## src/rtl/pong_pkg.sv

```systemverilog
// Shared geometry, score and state definitions for the pong game controller.
// Pure declarations: no latency, no backpressure.
package pong_pkg;

    localparam int SCREEN_W     = 640;
    localparam int SCREEN_H     = 480;
    localparam int BORDER       = 2;
    localparam int PADDLE_H     = 50;
    localparam int BALL_SIZE    = 10;
    localparam int PADDLE_STEP  = 4;
    localparam int BALL_STEP    = 2;
    localparam int SERVE_FRAMES = 60;
    localparam int WIN_SCORE    = 9;

    // Inner faces of the paddles as drawn by the renderer
    localparam int L_PADDLE_X1  = 15;
    localparam int R_PADDLE_X0  = 620;
    localparam int L_REBOUND_X  = L_PADDLE_X1 + 1;
    localparam int R_REBOUND_X  = R_PADDLE_X0 - BALL_SIZE;

    localparam int SERVE_X      = (SCREEN_W - BALL_SIZE) / 2;
    localparam int SERVE_Y      = (SCREEN_H - BALL_SIZE) / 2;
    localparam int BALL_Y_MAX   = SCREEN_H - BORDER - BALL_SIZE;
    localparam int PADDLE_INIT  = (SCREEN_H - PADDLE_H) / 2;
    localparam int PADDLE_MIN   = BORDER;
    localparam int PADDLE_MAX   = SCREEN_H - BORDER - PADDLE_H;

    localparam int CNT_W        = $clog2(SERVE_FRAMES);

    typedef logic [9:0]         pos_t;
    typedef logic signed [10:0] coord_t;
    typedef logic [3:0]         score_t;

    typedef enum logic [1:0] {
        ST_IDLE  = 2'd0,
        ST_SERVE = 2'd1,
        ST_PLAY  = 2'd2,
        ST_OVER  = 2'd3
    } game_state_e;

    function automatic coord_t to_coord(input int v);
        return coord_t'(v);
    endfunction

    // Screen positions are non-negative; one extra sign bit keeps arithmetic from wrapping
    function automatic coord_t widen(input pos_t p);
        return coord_t'({1'b0, p});
    endfunction

endpackage

```

## src/rtl/pong_game_controller_if.sv

```systemverilog
// Control inputs and position/score buses between the game controller and the display path.
// master = game controller, slave = input source / renderer side.
interface pong_game_controller_if;
    logic       frame_tick;
    logic       start;
    logic       btn_l_up;
    logic       btn_l_dn;
    logic       btn_r_up;
    logic       btn_r_dn;
    logic [9:0] paddle_left_pos;
    logic [9:0] paddle_right_pos;
    logic [9:0] ball_pos_x;
    logic [9:0] ball_pos_y;
    logic [3:0] score_left;
    logic [3:0] score_right;
    logic [1:0] game_state;
    logic       winner;

    modport master (
        input  frame_tick, start, btn_l_up, btn_l_dn, btn_r_up, btn_r_dn,
        output paddle_left_pos, paddle_right_pos, ball_pos_x, ball_pos_y,
               score_left, score_right, game_state, winner
    );

    modport slave (
        output frame_tick, start, btn_l_up, btn_l_dn, btn_r_up, btn_r_dn,
        input  paddle_left_pos, paddle_right_pos, ball_pos_x, ball_pos_y,
               score_left, score_right, game_state, winner
    );
endinterface

```

## src/rtl/pong_paddle_ctrl.sv

```systemverilog
// One paddle: steps up/down by PADDLE_STEP when enabled, clamped between the walls.
// Registered position, updates the cycle after en; no backpressure.
module pong_paddle_ctrl
    import pong_pkg::*;
(
    input  logic clk,
    input  logic reset,
    input  logic en,
    input  logic up,
    input  logic dn,
    output pos_t pos
);

    coord_t cand;
    pos_t   nxt;

    always_comb begin
        cand = up ? widen(pos) - to_coord(PADDLE_STEP)
                  : widen(pos) + to_coord(PADDLE_STEP);
        if (cand < to_coord(PADDLE_MIN))
            nxt = pos_t'(PADDLE_MIN);
        else if (cand > to_coord(PADDLE_MAX))
            nxt = pos_t'(PADDLE_MAX);
        else
            nxt = cand[9:0];
    end

    // Both buttons or neither pressed: hold
    always_ff @(posedge clk) begin
        if (reset)
            pos <= pos_t'(PADDLE_INIT);
        else if (en && (up ^ dn))
            pos <= nxt;
    end

endmodule

```

## src/rtl/pong_game_controller.sv

```systemverilog
// Per-frame pong state sequencer: paddles, ball, scores and serve/play/over flow.
// All outputs registered, updated one cycle after frame_tick (start acts without a tick); no backpressure.
module pong_game_controller
    import pong_pkg::*;
(
    input  logic clk,
    input  logic reset,
    pong_game_controller_if.master bus
);

    game_state_e      state;
    pos_t             ball_x, ball_y;
    logic             ball_dx, ball_dy;
    score_t           score_l, score_r;
    logic             winner_r;
    logic [CNT_W-1:0] serve_cnt;
    pos_t             pl, pr;
    logic             pad_en;

    coord_t bx, by, nx, ny, plc, prc;
    pos_t   ny_w;
    logic   dy_w, ovl_l, ovl_r, hit_l, hit_r, miss_l, miss_r;
    score_t sl_nxt, sr_nxt;

    assign pad_en = bus.frame_tick && (state == ST_SERVE || state == ST_PLAY);

    pong_paddle_ctrl u_paddle_l (
        .clk   (clk),
        .reset (reset),
        .en    (pad_en),
        .up    (bus.btn_l_up),
        .dn    (bus.btn_l_dn),
        .pos   (pl)
    );

    pong_paddle_ctrl u_paddle_r (
        .clk   (clk),
        .reset (reset),
        .en    (pad_en),
        .up    (bus.btn_r_up),
        .dn    (bus.btn_r_dn),
        .pos   (pr)
    );

    // Collision checks use the paddle positions from before this tick's update
    always_comb begin
        bx   = widen(ball_x);
        by   = widen(ball_y);
        plc  = widen(pl);
        prc  = widen(pr);
        nx   = ball_dx ? bx + to_coord(BALL_STEP) : bx - to_coord(BALL_STEP);
        ny   = ball_dy ? by + to_coord(BALL_STEP) : by - to_coord(BALL_STEP);
        ny_w = ny[9:0];
        dy_w = ball_dy;
        if (!ball_dy && ny < to_coord(BORDER)) begin
            ny_w = pos_t'(BORDER);
            dy_w = 1'b1;
        end else if (ball_dy && ny + to_coord(BALL_SIZE) > to_coord(SCREEN_H - BORDER)) begin
            ny_w = pos_t'(BALL_Y_MAX);
            dy_w = 1'b0;
        end
        ovl_l  = (by + to_coord(BALL_SIZE) > plc) && (by < plc + to_coord(PADDLE_H));
        ovl_r  = (by + to_coord(BALL_SIZE) > prc) && (by < prc + to_coord(PADDLE_H));
        hit_l  = !ball_dx && (nx <= to_coord(L_PADDLE_X1)) && ovl_l;
        hit_r  = ball_dx && (nx + to_coord(BALL_SIZE) >= to_coord(R_PADDLE_X0)) && ovl_r;
        miss_l = !ball_dx && (nx < to_coord(0)) && !hit_l;
        miss_r = ball_dx && (nx + to_coord(BALL_SIZE) > to_coord(SCREEN_W)) && !hit_r;
        sl_nxt = score_l + 4'd1;
        sr_nxt = score_r + 4'd1;
    end

    always_ff @(posedge clk) begin
        if (reset) begin
            state     <= ST_IDLE;
            ball_x    <= pos_t'(SERVE_X);
            ball_y    <= pos_t'(SERVE_Y);
            ball_dx   <= 1'b1;
            ball_dy   <= 1'b1;
            score_l   <= '0;
            score_r   <= '0;
            winner_r  <= 1'b0;
            serve_cnt <= '0;
        end else begin
            case (state)
                ST_IDLE: begin
                    if (bus.start) begin
                        state     <= ST_SERVE;
                        serve_cnt <= '0;
                    end
                end
                ST_SERVE: begin
                    ball_x <= pos_t'(SERVE_X);
                    ball_y <= pos_t'(SERVE_Y);
                    if (bus.frame_tick) begin
                        if (serve_cnt == CNT_W'(SERVE_FRAMES - 1))
                            state <= ST_PLAY;
                        else
                            serve_cnt <= serve_cnt + CNT_W'(1);
                    end
                end
                ST_PLAY: begin
                    if (bus.frame_tick) begin
                        if (hit_l || hit_r) begin
                            ball_x  <= hit_l ? pos_t'(L_REBOUND_X) : pos_t'(R_REBOUND_X);
                            ball_dx <= hit_l;
                            ball_y  <= ny_w;
                            ball_dy <= dy_w;
                        end else if (miss_l) begin
                            score_r <= sr_nxt;
                            if (sr_nxt == score_t'(WIN_SCORE)) begin
                                state    <= ST_OVER;
                                winner_r <= 1'b1;
                            end else begin
                                state     <= ST_SERVE;
                                serve_cnt <= '0;
                                ball_x    <= pos_t'(SERVE_X);
                                ball_y    <= pos_t'(SERVE_Y);
                                ball_dx   <= 1'b0;
                            end
                        end else if (miss_r) begin
                            score_l <= sl_nxt;
                            if (sl_nxt == score_t'(WIN_SCORE)) begin
                                state    <= ST_OVER;
                                winner_r <= 1'b0;
                            end else begin
                                state     <= ST_SERVE;
                                serve_cnt <= '0;
                                ball_x    <= pos_t'(SERVE_X);
                                ball_y    <= pos_t'(SERVE_Y);
                                ball_dx   <= 1'b1;
                            end
                        end else begin
                            ball_x  <= nx[9:0];
                            ball_y  <= ny_w;
                            ball_dy <= dy_w;
                        end
                    end
                end
                ST_OVER: begin
                    if (bus.start) begin
                        state     <= ST_SERVE;
                        score_l   <= '0;
                        score_r   <= '0;
                        serve_cnt <= '0;
                        ball_x    <= pos_t'(SERVE_X);
                        ball_y    <= pos_t'(SERVE_Y);
                    end
                end
                default: state <= ST_IDLE;
            endcase
        end
    end

    assign bus.paddle_left_pos  = pl;
    assign bus.paddle_right_pos = pr;
    assign bus.ball_pos_x       = ball_x;
    assign bus.ball_pos_y       = ball_y;
    assign bus.score_left       = score_l;
    assign bus.score_right      = score_r;
    assign bus.game_state       = state;
    assign bus.winner           = winner_r;

endmodule

```

## src/flat_wrapper.sv

```systemverilog
// flat-port wrapper written by rule: the top's interface ports become plain ports
module pong_game_controller_flat import pong_pkg::*;
  (clk, reset, bus_frame_tick, bus_start, bus_btn_l_up, bus_btn_l_dn, bus_btn_r_up, bus_btn_r_dn, bus_paddle_left_pos, bus_paddle_right_pos, bus_ball_pos_x, bus_ball_pos_y, bus_score_left, bus_score_right, bus_game_state, bus_winner);
  pong_game_controller_if bus_i ();
  input  logic clk;
  input  logic reset;
  input wire logic [$bits(bus_i.frame_tick)-1:0] bus_frame_tick;
  input wire logic [$bits(bus_i.start)-1:0] bus_start;
  input wire logic [$bits(bus_i.btn_l_up)-1:0] bus_btn_l_up;
  input wire logic [$bits(bus_i.btn_l_dn)-1:0] bus_btn_l_dn;
  input wire logic [$bits(bus_i.btn_r_up)-1:0] bus_btn_r_up;
  input wire logic [$bits(bus_i.btn_r_dn)-1:0] bus_btn_r_dn;
  output wire logic [$bits(bus_i.paddle_left_pos)-1:0] bus_paddle_left_pos;
  output wire logic [$bits(bus_i.paddle_right_pos)-1:0] bus_paddle_right_pos;
  output wire logic [$bits(bus_i.ball_pos_x)-1:0] bus_ball_pos_x;
  output wire logic [$bits(bus_i.ball_pos_y)-1:0] bus_ball_pos_y;
  output wire logic [$bits(bus_i.score_left)-1:0] bus_score_left;
  output wire logic [$bits(bus_i.score_right)-1:0] bus_score_right;
  output wire logic [$bits(bus_i.game_state)-1:0] bus_game_state;
  output wire logic [$bits(bus_i.winner)-1:0] bus_winner;
  assign bus_i.frame_tick = bus_frame_tick;
  assign bus_i.start = bus_start;
  assign bus_i.btn_l_up = bus_btn_l_up;
  assign bus_i.btn_l_dn = bus_btn_l_dn;
  assign bus_i.btn_r_up = bus_btn_r_up;
  assign bus_i.btn_r_dn = bus_btn_r_dn;
  assign bus_paddle_left_pos = bus_i.paddle_left_pos;
  assign bus_paddle_right_pos = bus_i.paddle_right_pos;
  assign bus_ball_pos_x = bus_i.ball_pos_x;
  assign bus_ball_pos_y = bus_i.ball_pos_y;
  assign bus_score_left = bus_i.score_left;
  assign bus_score_right = bus_i.score_right;
  assign bus_game_state = bus_i.game_state;
  assign bus_winner = bus_i.winner;
  pong_game_controller u_core (.clk(clk), .reset(reset), .bus(bus_i));
endmodule
```

## config.mk

```make
export PLATFORM = sky130hd
export DESIGN_NAME = pong_game_controller_flat
export DESIGN_NICKNAME = d
export VERILOG_FILES = /design/src/rtl/pong_pkg.sv /design/src/rtl/pong_game_controller_if.sv /design/src/rtl/pong_paddle_ctrl.sv /design/src/rtl/pong_game_controller.sv /design/src/flat_wrapper.sv
export SDC_FILE = /design/constraint.sdc
export NUM_CORES = 1
export LEC_CHECK = 0
export CORE_MARGIN = 8
export CORE_UTILIZATION = 54
export CTS_CLUSTER_DIAMETER = 100
export DETAILED_ROUTE_END_ITERATION = 7
export PLACE_DENSITY = 0.8
export SETUP_SLACK_MARGIN = 0.05
export SYNTH_ARGS = -nofsm -noshare
export SYNTH_HDL_FRONTEND = slang
export SYNTH_SLANG_ARGS = --single-unit
```

## constraint.sdc

```tcl
create_clock -name clk -period 4.2 [get_ports clk]
set_clock_uncertainty 0.2 [all_clocks]
set_input_delay 0.84 -clock clk [delete_from_list [all_inputs] [get_ports clk]]
set_output_delay 0.84 -clock clk [all_outputs]
set_load 0.05 [all_outputs]
```

==> results of run 1 <==
## sequential cells by signal, summed over array words and instances (netlist names)
| name | cells |
|---|---|
| u_core.ball_dx | 1 |
| u_core.ball_dy | 1 |
| u_core.bus.ball_pos_x | 10 |
| u_core.bus.ball_pos_y | 10 |
| u_core.bus.game_state | 2 |
| u_core.bus.score_left | 4 |
| u_core.bus.score_right | 4 |
| u_core.bus.winner | 1 |
| u_core.serve_cnt | 6 |
| u_core.u_paddle_l.pos | 10 |
| u_core.u_paddle_r.pos | 10 |
## cell type report
type                    instances  area share
repair buffers                115       0.129
multi-input cells             657       0.634
clock buffers                   9      0.0284
flip-flops and latches         59       0.152
well taps                     143      0.0225
clock inverters                 7     0.00552
inverters                      59      0.0289
## power groups by stage
stage / registers, mW / logic, mW / clock network (mW)
floorplan: 0.855 / 0.934 / 0
finish: 0.698 / 1.60 / 0.669
detailed placement: 0.702 / 1.47 / 0
CTS: 0.693 / 1.51 / 0.671
global placement: 0.698 / 1.41 / 0
global route: 0.704 / 1.75 / 0.687
## metrics by stage
stage                     setup WS [ps]  total power, mW  TNS [ps]
after floorplan                    50.7             1.79         0
after global placement             86.0             2.11         0
after detailed placement          -30.8             2.17      -187
after CTS                          53.0             2.87         0
after global routing               -106             3.14      -250
final                              64.2             2.97         0
## what timing repair did
action | 4_1_cts | 5_1_grt
gates resized for setup | 10 | 40
setup buffers | 5 | 9
pin swaps | 5 | 14
setup endpoints to repair | 26 | 38
## cells in the final DEF (no fill, tap or decap), types with 5 or more instances in the layout
master and instances:
a211oi_1 8, a21o_1 17, a21oi_1 53, a31o_2 5
a31oi_1 11, and3_1 8, buf_4 55, clkbuf_16 9
clkdlybuf4s50_1 58, dfxtp_1 46, dfxtp_2 10, ha_1 84
inv_1 58, mux2i_1 7, nand2_1 45, nand2b_1 12
nand3_1 19, nand4_1 14, nor2_1 74, nor2b_1 7
nor3_1 21, nor3b_1 9, nor4b_1 5, o2111ai_1 5
o21a_1 5, o21ai_0 40, o21bai_1 9, o22a_1 5
o22ai_1 5, o31ai_1 5, o32ai_1 5, or3_1 5
xnor2_1 41, xor2_1 9
## routing by layer
layer	GRT usage	vias up
met5	0	-
met4	0.129	0
met3	0.0295	70
met2	0.427	249
met1	0.310	3157
li1	-	3156
## logic make-up after synthesis
family / count (synthesis)
fa+ha+maj: 93
xor+xnor: 54
buf+inv: 79
flops: 59
compound gates: 241
simple gates: 261
mux: 8
## synth_stat cells, drive strengths merged, types with 12 or more instances
| cell type | number | area share |
|---|---|---|
| ha | 89 | 0.18 |
| nor2 | 78 | 0.048 |
| dfxtp | 59 | 0.19 |
| inv | 59 | 0.035 |
| a21oi | 57 | 0.046 |
| nand2 | 49 | 0.030 |
| o21ai | 45 | 0.036 |
| xnor2 | 44 | 0.064 |
| nand3 | 22 | 0.017 |
| nor3 | 22 | 0.018 |
| a21o | 17 | 0.020 |
| clkbuf | 14 | 0.0085 |
| nand4 | 14 | 0.014 |
| a211oi | 12 | 0.015 |
| nand2b | 12 | 0.012 |
## worst register-to-register path, stage by stage (launching register included)
cell and delay, ps:
dfxtp_1 440, inv_1 160, ha_1 310, inv_1 50, ha_1 270, o2111ai_1 190
a21oi_1 70, o31a_1 280, o2111ai_1 180, and4_1 270, o211ai_1 170, or3_4 430
a22oi_2 220, o41ai_2 140, buf_4 190, a2111oi_2 380, nor2_1 90
## worst paths after layout
kind	depth (start not counted)	slack, ps	startpoint	end
worst max-delay path	16	60	u_core.u_paddle_r.pos[2]	u_core.bus.ball_pos_x[8]
worst min-delay path	2	290	u_core.serve_cnt[1]	u_core.serve_cnt[1]
worst max register to register	16	60	u_core.u_paddle_r.pos[2]	u_core.bus.ball_pos_x[8]
worst min register to register	2	290	u_core.serve_cnt[1]	u_core.serve_cnt[1]
==> flow_summary.yaml, run 1 <==
run_status:
  status: "completed"
synth:
  synth-simple-area-share: 0.212
  synthArstFlopShare: 0
  synthCells: 795
  ys_seq_elements: 59
  ys_seq_area_frac: 0.187
  syn-num-nets: 896
  synth_cell_types: 84
  netlist_area_mm2: 0.00630
  synth-compound-area-share: 0.269
  synth_top_family_by_area: "compound AO/OA/AOI/OAI gates"
  synth_edf_count: 0
  muxShareOfSynthArea: 0.0147
  synth_adder_area_share: 0.189
  synthXorXnorAreaFrac: 0.0774
  ys.flop_type: "dfxtp_1"
  synth_area_per_cell_um2: 7.93
  synth_warnings: 0
placed_design:
  dp_hpwl_mm: 14.6
  routabilityCongestion: 0.921
  io_buffer_count: 58
  dp.cells: 1019
  place_area_mm2: 0.00735
sta:
  timing.final.max_slew_violations: 0
  holdWs_ps: 294
  min_period_over_period: 0.985
  slew_headroom: 0.568
  fmax_ghz: 0.242
  hold_viol: 0
  rsz0062_at_grt: "true"
  setup_viol: 0
  fin_crit_ps: 4140
  tightest_slew_ps: 643
power:
  p_comb_frac: 0.540
  leakagePower_nw: 3.27
  p_seq_frac: 0.235
  power.share.switching: 0.443
  ir_drop_mv: 0.226
  powerDensity_mw_per_mm2: 374
  intPower_mw: 1.65
  p_switching_mw: 1.32
  clockPowerShare: 0.225
clock_network:
  clock-root-buffer: "clkbuf_16"
  cts.sinks: 59
  h-tree-depth: 3
  cts_buffer_depth: 2
  numCtsBuffers: 9
  clk_pin_slew_ps: 60
  postCtsHoldBufs: 0
  clock_latency_ps: 340
  cts_tree: "done"
floorplan:
  dieArea_mm2: 0.0154
  core_mm2: 0.0114
  initial_core_util: 0.552
  die_h_um: 124
  dieWidth_um: 124
  fp-row-count: 39
  io_pins: 59
critical_path:
  path_buf_inv: 3
  required_ps: 4220
  path_delay_family: "compound AO/OA/AOI/OAI gates"
  cp-end-kind: "flip-flop"
  critPathLaunchType: "flip-flop"
  cp_slowest_cell: "dfxtp_1"
  critPathMaxFanout: 6
  max_stage_delay_ps: 440
  path_cells: "inv_1 -> ha_1 -> inv_1 -> ha_1 -> o2111ai_1 -> a21oi_1 -> o31a_1 -> o2111ai_1 -> and4_1 -> o211ai_1 -> or3_4 -> a22oi_2 -> o41ai_2 -> buf_4 -> a2111oi_2 -> nor2_1"
  path_class: "reg -> reg"
  arrival_ps: 4160
global_routing:
  grt_pass1_vias: 6667
  grt_max_degree: 44
  antenna_found_initial: 0
  grt.total_usage: 0.252
  grt_pass1_wl_mm: 31.6
  grt-ovfl-total: 0
routing:
  final_antenna_net_count: 0
  highest_layer: "met4"
  met3_length_mm: 1.10
  drt_first_iter_violations: 562
  vias: 6632
  drt-total-wl_mm: 19.5
  wl_met2_mm: 9.32
  routedWlPerCell_um: 18.5
  drc: 0
  first_pass_iters: 5
  wl_met1_mm: 8.29
  viasPerCell: 6.32
hold_path:
  hold_class: "reg -> reg"
final_layout:
  multi_input_area_mm2: 0.00503
  fin_util: 0.695
  diodes: 0
  fillCellCount: 890
  fin_nets: 1002
  finalInstanceArea_mm2: 0.00794
  drive_gt1_frac: 0.166
  syn2layout_area_growth_pct: 25.9
  finalNonFillerCells: 1049
  regArea_mm2: 0.00120
job:
  maxCapViolCount: 0
No activity file was read; power rests on OpenSTA's default activity.
==> run 2, diff against run 1 <==
--- a/config.mk
+++ b/config.mk
@@ -9,6 +9,7 @@
 export CORE_UTILIZATION = 54
 export CTS_CLUSTER_DIAMETER = 100
 export DETAILED_ROUTE_END_ITERATION = 7
+export GPL_TIMING_DRIVEN = 0
 export PLACE_DENSITY = 0.8
 export SETUP_SLACK_MARGIN = 0.05
 export SYNTH_ARGS = -nofsm -noshare
==> run 2 against run 1 <==
- the flow now finishes with violations (setup timing)
- fmax decreased by 3.0%
- sequential cell count unchanged
- global-route usage decreased by 0.94 points
- sequential power increased by 2%
- utilization increased by 0.62 points
- final cell count decreased by 0.57%
- via count about the same
- clock power increased by 10%
- sequential share of layout area increased by 0.099 points
- first-iteration DRC count increased by 4.6%
- critical path type unchanged
- critical endpoint is now u_core.bus.score_left[2]
- largest power group unchanged
==> flow_summary.yaml, run 2 (synthesis gave the netlist of run 1 again) <==
clock_network:
  numCtsBuffers: 9
  clock_latency_ps: 330
  cts_tree: "done"
  clock-root-buffer: "clkbuf_16"
  h-tree-depth: 3
  cts_buffer_depth: 2
  cts.sinks: 59
  clk_pin_slew_ps: 50
critical_path:
  reg2regPathDepth: 18
  required_ps: 4240
  cp-end-kind: "flip-flop"
  path_class: "reg -> reg"
  critPathMaxFanout: 9
  critPathLaunchType: "flip-flop"
  arrival_ps: 4300
sta:
  tightest_slew_ps: 707
  slew_headroom: 0.529
  timing.final.max_slew_violations: 0
  setup_ws_ps: -62.9
  hold_viol: 0
  min_period_over_period: 1.01
  holdWs_ps: 297
  setup_viol: 2
  fmax_ghz: 0.235
  rsz0062_at_grt: "true"
  fin_crit_ps: 4260
routing:
  drt-total-wl_mm: 19.4
  drt_first_iter_violations: 588
  drc: 0
  routedWlPerCell_um: 18.6
  vias: 6629
  final_antenna_net_count: 0
  first_pass_iters: 5
  viasPerCell: 6.36
  wl_met1_mm: 7.83
  highest_layer: "met4"
  met3_length_mm: 1.37
  wl_met2_mm: 9.43
final_layout:
  fin_nets: 997
  final_common_cell: "ha_1"
  finalInstanceArea_mm2: 0.00801
  fillCellCount: 868
  syn2layout_area_growth_pct: 27.0
  drive_gt1_frac: 0.161
  diodes: 0
  finalNonFillerCells: 1043
  layout_common_cells: "84 x ha_1, 74 x nor2_1, 57 x inv_1"
floorplan:
  die_h_um: 124
  io_pins: 59
  dieArea_mm2: 0.0154
  initial_core_util: 0.552
  dieWidth_um: 124
  fp-row-count: 39
  core_mm2: 0.0114
placed_design:
  dp_hpwl_mm: 13.9
  place_area_mm2: 0.00710
  dp.cells: 995
  routabilityCongestion: 0.916
  io_buffer_count: 57
global_routing:
  antenna_found_initial: 0
  grt-ovfl-total: 0
  grt_max_degree: 14
  grt_pass1_wl_mm: 30.4
  grt.total_usage: 0.243
  grt_pass1_vias: 6459
power:
  powerDensity_mw_per_mm2: 384
  ir_drop_mv: 0.277
  leakagePower_nw: 3.24
hold_path:
  hold_path_depth: 2
  hold_class: "reg -> reg"
run_status:
  status: "complete, but fails checks"
  violations: "setup timing"
job:
  maxCapViolCount: 0
-- run 2: changes by cell type in the layout (fill, tap and decap cells not counted), sizes merged --
cell           previous run  this run
inv                      60        58
clkbuf                    9        25
dlymetal6s2s              0         2
bufinv                    0         1
clkinv                    4         1
clkdlybuf4s50            58        55
buf                      57        39
clkinvlp                  2         3
-- run 2: per-layer routing --
layer | vias up | global-route usage
met4 | 0 | 0.109
met2 | 303 | 0.428
li1 | 3149 | -
met1 | 3090 | 0.283
met5 | - | 0
met3 | 87 | 0.0408
-- run 2: report_power, final --
group          internal (mW)  switching, mW
logic                  0.660          0.965
registers              0.615         0.0983
clock network          0.486          0.253
-- run 2: layout make-up --
class,instances,area [um^2],share of cell area
Multi-Input combinational cell,657,5140,0.642
Sequential cell,59,1220,0.153
Timing Repair Buffer,90,823,0.103
Clock buffer,11,253,0.0316
Inverter,59,233,0.0291
Tap cell,143,179,0.0223
Buffer,20,101,0.0127
Clock inverter,4,50.0,0.00625
-- run 2: final timing paths --
| check | slack [ps] | endpoint | from |
|---|---|---|---|
| worst min register to register | 300 | u_core.serve_cnt[1] | u_core.serve_cnt[1] |
| worst min-delay path | 300 | u_core.serve_cnt[1] | u_core.serve_cnt[1] |
| worst max-delay path | -60 | u_core.bus.score_left[2] | u_core.ball_dx |
| worst max register to register | -60 | u_core.bus.score_left[2] | u_core.ball_dx |
-- run 2: per-stage QoR --
step | utilization | worst slack [ps] | TNS (ps) | power [mW]
2_1_floorplan | - | 50.7 | 0 | 1.79
3_3_place_gp | 0.622 | -436 | -9770 | 2.10
3_5_place_dp | 0.622 | -623 | -15390 | 2.15
4_1_cts | 0.673 | 57.2 | 0 | 2.96
5_1_grt | 0.701 | -135 | -2080 | 3.26
6_report | 0.701 | -62.9 | -64.1 | 3.08
-- run 2: timing repair --
action / 4_1_cts / 5_1_grt
endpoints found under the setup margin: 39 / 40
pin swaps: 13 / 15
setup buffers: 17 / 16
gates resized for setup: 38 / 46
hold buffers: 0 / 0
-- run 2: critical path, cell delays in order (launching register included) --
cell and delay, ps:
dfxtp_4 370, inv_8 100, ha_4 220, a211oi_4 250
o31ai_4 120, o31ai_4 260, o21bai_1 90, a21oi_1 150
ha_1 260, or3_1 370, mux2i_1 170, a41oi_2 200
buf_4 190, nor2_4 130, buf_4 150, nand3_4 90
or4b_4 500, a21o_1 190, a21oi_1 150
